===== config.mk =====
export PLATFORM = sky130hd
export DESIGN_NAME = gpio_cmd_master
export DESIGN_NICKNAME = d
export VERILOG_FILES = /design/src/rtl/gpio_cmd_master.sv
export SDC_FILE = /design/constraint.sdc
export NUM_CORES = 1
export LEC_CHECK = 0
export ABC_AREA = 1
export CORE_MARGIN = 1
export CORE_UTILIZATION = 55
export CTS_CLUSTER_SIZE = 25
export DETAILED_ROUTE_END_ITERATION = 8
export PLACE_DENSITY = 0.79
export SETUP_SLACK_MARGIN = 0.02
export SYNTH_ARGS = -nofsm -noshare
export SYNTH_HDL_FRONTEND = slang
export SYNTH_SLANG_ARGS = --single-unit

===== constraint.sdc =====
create_clock -name clk -period 6.1 [get_ports clk]
set_input_delay 1.525 -clock clk [delete_from_list [all_inputs] [get_ports clk]]
set_output_delay 1.525 -clock clk [all_outputs]
set_load 0.02 [all_outputs]

===== src/rtl/gpio_cmd_master.sv =====
// gpio_cmd_master: host-side initiator for the UART GPIO command protocol.
// Serialises one request as a 4-byte frame (op, bank, pin, data), checks the
// echo of every byte and returns one response with a status code.
// Optional feature macro: GPIO_CMD_ERRCNT_EN adds a saturating error counter
// output (err_count) that counts responses with a non-zero code.
module gpio_cmd_master #(
  parameter int unsigned TIMEOUT = 1000000
) (
  input  logic       clk,
  input  logic       rst,
  input  logic       req_valid,
  output logic       req_ready,
  input  logic [1:0] req_op,
  input  logic [7:0] req_bank,
  input  logic [7:0] req_pin,
  input  logic [7:0] req_data,
  output logic       tx_start,
  output logic [7:0] tx_data,
  input  logic       tx_busy,
  input  logic       rx_valid,
  input  logic [7:0] rx_data,
  output logic       rsp_valid,
  output logic [1:0] rsp_code,
  output logic [7:0] rsp_echo
`ifdef GPIO_CMD_ERRCNT_EN
  ,
  output logic [15:0] err_count
`endif
);

  localparam logic [23:0] TIMEOUT_CNT = 24'(TIMEOUT);

  localparam logic [1:0] CODE_OK       = 2'd0;
  localparam logic [1:0] CODE_MISMATCH = 2'd1;
  localparam logic [1:0] CODE_TIMEOUT  = 2'd2;
  localparam logic [1:0] CODE_BAD_OP   = 2'd3;

  typedef enum logic [1:0] {
    IDLE,
    SEND,
    WAIT_ECHO,
    RESP
  } state_t;

  state_t      state_q, state_d;
  logic [1:0]  op_q, op_d;
  logic [7:0]  bank_q, bank_d;
  logic [7:0]  pin_q, pin_d;
  logic [7:0]  data_q, data_d;
  logic [1:0]  idx_q, idx_d;
  logic [23:0] cnt_q, cnt_d;
  logic [7:0]  echo_q, echo_d;
  logic        req_ready_q, req_ready_d;
  logic        tx_start_q, tx_start_d;
  logic [7:0]  tx_data_q, tx_data_d;
  logic        rsp_valid_q, rsp_valid_d;
  logic [1:0]  rsp_code_q, rsp_code_d;
  logic [7:0]  rsp_echo_q, rsp_echo_d;
  logic [7:0]  expected_echo;

  // Frame byte at a given position of the request.
  function automatic logic [7:0] frame_byte(input logic [1:0] idx, input logic [1:0] op,
                                            input logic [7:0] bank, input logic [7:0] pin,
                                            input logic [7:0] data);
    logic [7:0] b;
    case (idx)
      2'd0:    b = {6'b0, op};
      2'd1:    b = bank;
      2'd2:    b = pin;
      default: b = data;
    endcase
    return b;
  endfunction

  // Echo the responder must return for the byte currently in flight; the
  // data byte of a config frame is acknowledged with a fixed 8'h35.
  always_comb begin
    expected_echo = frame_byte(idx_q, op_q, bank_q, pin_q, data_q);
    if (idx_q == 2'd3 && op_q == 2'd2) begin
      expected_echo = 8'h35;
    end
  end

  // Next-state logic; a byte is launched in the same cycle the FSM decides to
  // send whenever the transmitter is free, so SEND is only used under backpressure.
  always_comb begin
    state_d     = state_q;
    op_d        = op_q;
    bank_d      = bank_q;
    pin_d       = pin_q;
    data_d      = data_q;
    idx_d       = idx_q;
    cnt_d       = cnt_q;
    echo_d      = echo_q;
    tx_start_d  = 1'b0;
    tx_data_d   = tx_data_q;
    rsp_valid_d = 1'b0;
    rsp_code_d  = rsp_code_q;
    rsp_echo_d  = rsp_echo_q;

    case (state_q)
      IDLE: begin
        if (req_valid && req_ready_q) begin
          op_d   = req_op;
          bank_d = req_bank;
          pin_d  = req_pin;
          data_d = req_data;
          idx_d  = 2'd0;
          echo_d = 8'h00;
          if (req_op == 2'd3) begin
            state_d     = RESP;
            rsp_valid_d = 1'b1;
            rsp_code_d  = CODE_BAD_OP;
            rsp_echo_d  = 8'h00;
          end else if (!tx_busy) begin
            tx_start_d = 1'b1;
            tx_data_d  = {6'b0, req_op};
            cnt_d      = 24'd0;
            state_d    = WAIT_ECHO;
          end else begin
            state_d = SEND;
          end
        end
      end

      SEND: begin
        if (!tx_busy) begin
          tx_start_d = 1'b1;
          tx_data_d  = frame_byte(idx_q, op_q, bank_q, pin_q, data_q);
          cnt_d      = 24'd0;
          state_d    = WAIT_ECHO;
        end
      end

      WAIT_ECHO: begin
        cnt_d = cnt_q + 24'd1;
        if (rx_valid) begin
          echo_d = rx_data;
          if (rx_data != expected_echo) begin
            state_d     = RESP;
            rsp_valid_d = 1'b1;
            rsp_code_d  = CODE_MISMATCH;
            rsp_echo_d  = rx_data;
          end else if (idx_q == 2'd3) begin
            state_d     = RESP;
            rsp_valid_d = 1'b1;
            rsp_code_d  = CODE_OK;
            rsp_echo_d  = rx_data;
          end else begin
            idx_d = idx_q + 2'd1;
            if (!tx_busy) begin
              tx_start_d = 1'b1;
              tx_data_d  = frame_byte(idx_q + 2'd1, op_q, bank_q, pin_q, data_q);
              cnt_d      = 24'd0;
            end else begin
              state_d = SEND;
            end
          end
        end else if (cnt_q == TIMEOUT_CNT) begin
          state_d     = RESP;
          rsp_valid_d = 1'b1;
          rsp_code_d  = CODE_TIMEOUT;
          rsp_echo_d  = echo_q;
        end
      end

      default: begin
        state_d = IDLE;
      end
    endcase

    req_ready_d = (state_d == IDLE);
  end

  // State and registered outputs; reset aborts any frame in progress.
  always_ff @(posedge clk) begin
    if (rst) begin
      state_q     <= IDLE;
      op_q        <= 2'd0;
      bank_q      <= 8'h00;
      pin_q       <= 8'h00;
      data_q      <= 8'h00;
      idx_q       <= 2'd0;
      cnt_q       <= 24'd0;
      echo_q      <= 8'h00;
      req_ready_q <= 1'b0;
      tx_start_q  <= 1'b0;
      tx_data_q   <= 8'h00;
      rsp_valid_q <= 1'b0;
      rsp_code_q  <= 2'd0;
      rsp_echo_q  <= 8'h00;
    end else begin
      state_q     <= state_d;
      op_q        <= op_d;
      bank_q      <= bank_d;
      pin_q       <= pin_d;
      data_q      <= data_d;
      idx_q       <= idx_d;
      cnt_q       <= cnt_d;
      echo_q      <= echo_d;
      req_ready_q <= req_ready_d;
      tx_start_q  <= tx_start_d;
      tx_data_q   <= tx_data_d;
      rsp_valid_q <= rsp_valid_d;
      rsp_code_q  <= rsp_code_d;
      rsp_echo_q  <= rsp_echo_d;
    end
  end

  assign req_ready = req_ready_q;
  assign tx_start  = tx_start_q;
  assign tx_data   = tx_data_q;
  assign rsp_valid = rsp_valid_q;
  assign rsp_code  = rsp_code_q;
  assign rsp_echo  = rsp_echo_q;

`ifdef GPIO_CMD_ERRCNT_EN
  logic [15:0] err_cnt_q, err_cnt_d;

  // Saturating count of failed responses, launched together with rsp_valid.
  always_comb begin
    err_cnt_d = err_cnt_q;
    if (rsp_valid_d && rsp_code_d != CODE_OK && err_cnt_q != 16'hFFFF) begin
      err_cnt_d = err_cnt_q + 16'd1;
    end
  end

  // Error counter register, cleared only by reset.
  always_ff @(posedge clk) begin
    if (rst) begin
      err_cnt_q <= 16'd0;
    end else begin
      err_cnt_q <= err_cnt_d;
    end
  end

  assign err_count = err_cnt_q;
`endif

endmodule


==> flow_summary_export.csv <==
group,metric,value,unit
sta,min_period_over_period,68.3,%
yosys,synthAdderAreaFrac,3.05,%
layout,multi_input_area,2760,um2
yosys,seq_area_frac_synth,33.8,%
critical_path,cp_max_fo,18,
global_routing,first_global_vias,4636,
sta,fin_crit,4170,ps
critical_path,worstSetupStartpointType,"input pin",
die,dieArea,9330,um2
yosys,yosysTopAreaCellShare,33.8,%
detailed_routing,ant_nets,0,
layout,layout_common_cells,"159 x nand2_1, 83 x dfxtp_1, 82 x inv_1",
sta,rsz0062_at_grt,"no",
placement,io_buffers,59,
worst_hold_path,whs_path_depth,2,
detailed_routing,post_drt_wl_per_cell,15.2,um
sta,hold_violations,0,
run_status,status,"complete, no violations",
clock_network,cts-htree-levels,3,
detailed_routing,post-route-drc-count,0,
yosys,yosys_warnings,0,
critical_path,cp-end-kind,"flip-flop",
critical_path,cp.required,6390,ps
clock_network,clk_pin_slew_worst_paths,80,ps
yosys,synthXorXnorAreaFrac,2.85,%
flow_run,max-cap-violations,0,
detailed_routing,num_vias,5087,
global_routing,grt_max_degree,43,
layout,regArea,1660,um2
global_routing,overflow,0,
sta,tightest_slew,1110,ps
clock_network,worst_skew_pair.late_latency,360,ps
power_and_ir_drop,ir_drop,166,uV
die,ios,60,
yosys,yosysTopAreaCell,"dfxtp_1",
yosys,synth_compound_area_share,16.7,%
clock_network,tritoncts,"done",
die,die_w,96.6,um
critical_path,regToRegSetupSlack,2630,ps
layout,final_nets,830,
detailed_routing,drtIter0Drc,340,
placement,dp_hpwl,9.54,mm
layout,n_antenna_cell,0,
clock_network,clk_path_buf_depth,2,
layout,syn_to_final_growth,16.0,%
critical_path,cp_data_arrival_time,4460,ps
yosys,synth_area_leaders,"dfxtp_1 34%, nand2_1 12%, a21oi_1 6.4%",
yosys,ys_types,37,
detailed_routing,wl,13.5,mm
power_and_ir_drop,leakagePower,2.24,nW
sta,slew_violations,0,
die,die_y,96.6,um
yosys,synth_nets,792,
placement,place_congestion,0.997,
yosys,syn-mean-instance-area,6.64,um2
yosys,synth_area,4920,um2
power_and_ir_drop,powerDensity,362,nW/um2
yosys,synth_seq_cells,83,
clock_network,cts_setup_buffers,0,
clock_network,cts.sinks,83,
clock_network,cts_inserted_buffers,9,
layout,fillerInstances,793,
critical_path,reg2reg_depth,9,
sta,slew_headroom,26.2,%
yosys,synthMuxAreaShare,0,%
sta,hold-worst-slack,453,ps
sta,tns,0,ps
die,num_rows,34,
detailed_routing,drtPass1Iterations,6,
global_routing,antenna_found_initial,0,
critical_path,critPathKind,"in -> reg",
die,core,8680,um2
layout,final_common_cell,"nand2_1",
sta,fmax,0.240,GHz
global_routing,grt_pass1_wl,21.8,mm
global_routing,grt_util_all_layers,30.2,%
yosys,synth-simple-area-share,33.6,%
die,initial_core_util,56.7,%
layout,drive_gt1_share,6.39,%
worst_hold_path,hold_path_class,"reg -> reg",
yosys,synthCells,741,
yosys,synth_top_family_by_area,"simple AND/OR/NAND/NOR gates",
sta,fin_skew,15.8,ps
detailed_routing,avgViaCountPerCell,5.71,
clock_network,cts_hold_buf,0,
clock_network,root_buffer,"clkbuf_8",
clock_network,cts.repair.resized,0,
sta,setup_viol,0,
==> report_power, final <==
part	internal, mW	switching, mW	total [mW]	leakage, nW
combinational	0.328	0.600	0.928	1.46
sequential	0.650	0.0796	0.729	0.674
clock	0.209	0.199	0.408	0.0974
total	1.19	0.878	2.06	2.24
==> worst max-delay path: stages <==
cell and delay (ps):
clkdlybuf4s50_1 450, nand2_1 120, nor2_1 830, inv_1 160, o22ai_1 700, nand3_2 360, nand2_1 150, inv_1 50
nor2_1 110
==> through the flow <==
stage / setup slack, ps / instances / total power [mW] / util, % / area [um2]
floorplan: 3300 / 741 / 1.37 / - / 4920
global placement: 1850 / 876 / 1.63 / 63.5 / 5510
detailed placement: 1630 / 876 / 1.65 / 63.5 / 5510
CTS: 1990 / 891 / 2.05 / 65.8 / 5710
global route: 1630 / 891 / 2.21 / 65.8 / 5710
finish: 1930 / 891 / 2.06 / 65.8 / 5710
==> cells in the mapped netlist <==
master / number
nand3_1: 48
a211oi_1: 1
clkbuf_1: 23
nor2_1: 76
nor3_1: 18
nand3_2: 5
nand2_1: 159
and2_1: 1
a22oi_1: 8
a21oi_1: 63
a221oi_1: 6
a31oi_1: 1
buf_2: 7
nand2_4: 1
o21ai_0: 44
o21ai_2: 8
buf_1: 2
o221ai_1: 2
nand3b_1: 5
nor2_4: 2
inv_1: 82
o211ai_1: 3
xnor2_1: 2
nor4_1: 6
ha_1: 12
dfxtp_1: 83
nand2_2: 2
nand4_1: 32
o21ai_1: 2
a21boi_4: 1
o22ai_1: 3
inv_2: 2
buf_4: 1
clkinv_1: 3
xor2_1: 14
nor2_2: 10
buf_6: 3
==> metal layers <==
metal / vias to the layer above / share of wire, % / track usage [%]
met2: 216 / 46 / 49.6
met4: 0 / 3.2 / 13.7
met1: 2306 / 43 / 38.7
met3: 42 / 7.0 / 4.93
met5: - / 0 / 0
li1: 2523 / - / -
==> worst paths after layout <==
path,startpoint,to
setup / recovery,req_valid,rsp_echo[3]
hold reg to reg,rsp_code[1],rsp_code[1]
setup reg to reg,state_q[1],idx_q[0]
hold / removal,rsp_code[1],rsp_code[1]
==> cells by family after synthesis <==
group | after synthesis
AO/OA/AOI/OAI | 142
buffers and inverters | 123
XOR/XNOR | 16
adder cells (fa/ha/maj) | 12
AND/OR/NAND/NOR | 365
flip-flops | 83
==> area by class of cell <==
cell class	instances	share of cell area [%]
flip-flops and latches	83	29.1
well taps	108	2.37
multi-input cells	535	48.4
inverters	87	5.72
clock inverters	4	0.877
repair buffers	63	10.9
clock buffers	11	2.65
==> flip-flops by register name, indices dropped and copies added, names as in the netlist, 2 cells and up <==
register  count
bank_q        8
rsp_code      2
rsp_echo      8
data_q        8
pin_q         8
state_q       2
op_q          2
idx_q         2
tx_data       8
cnt_q        24
echo_q        8
(Power assumes the default switching activity.)
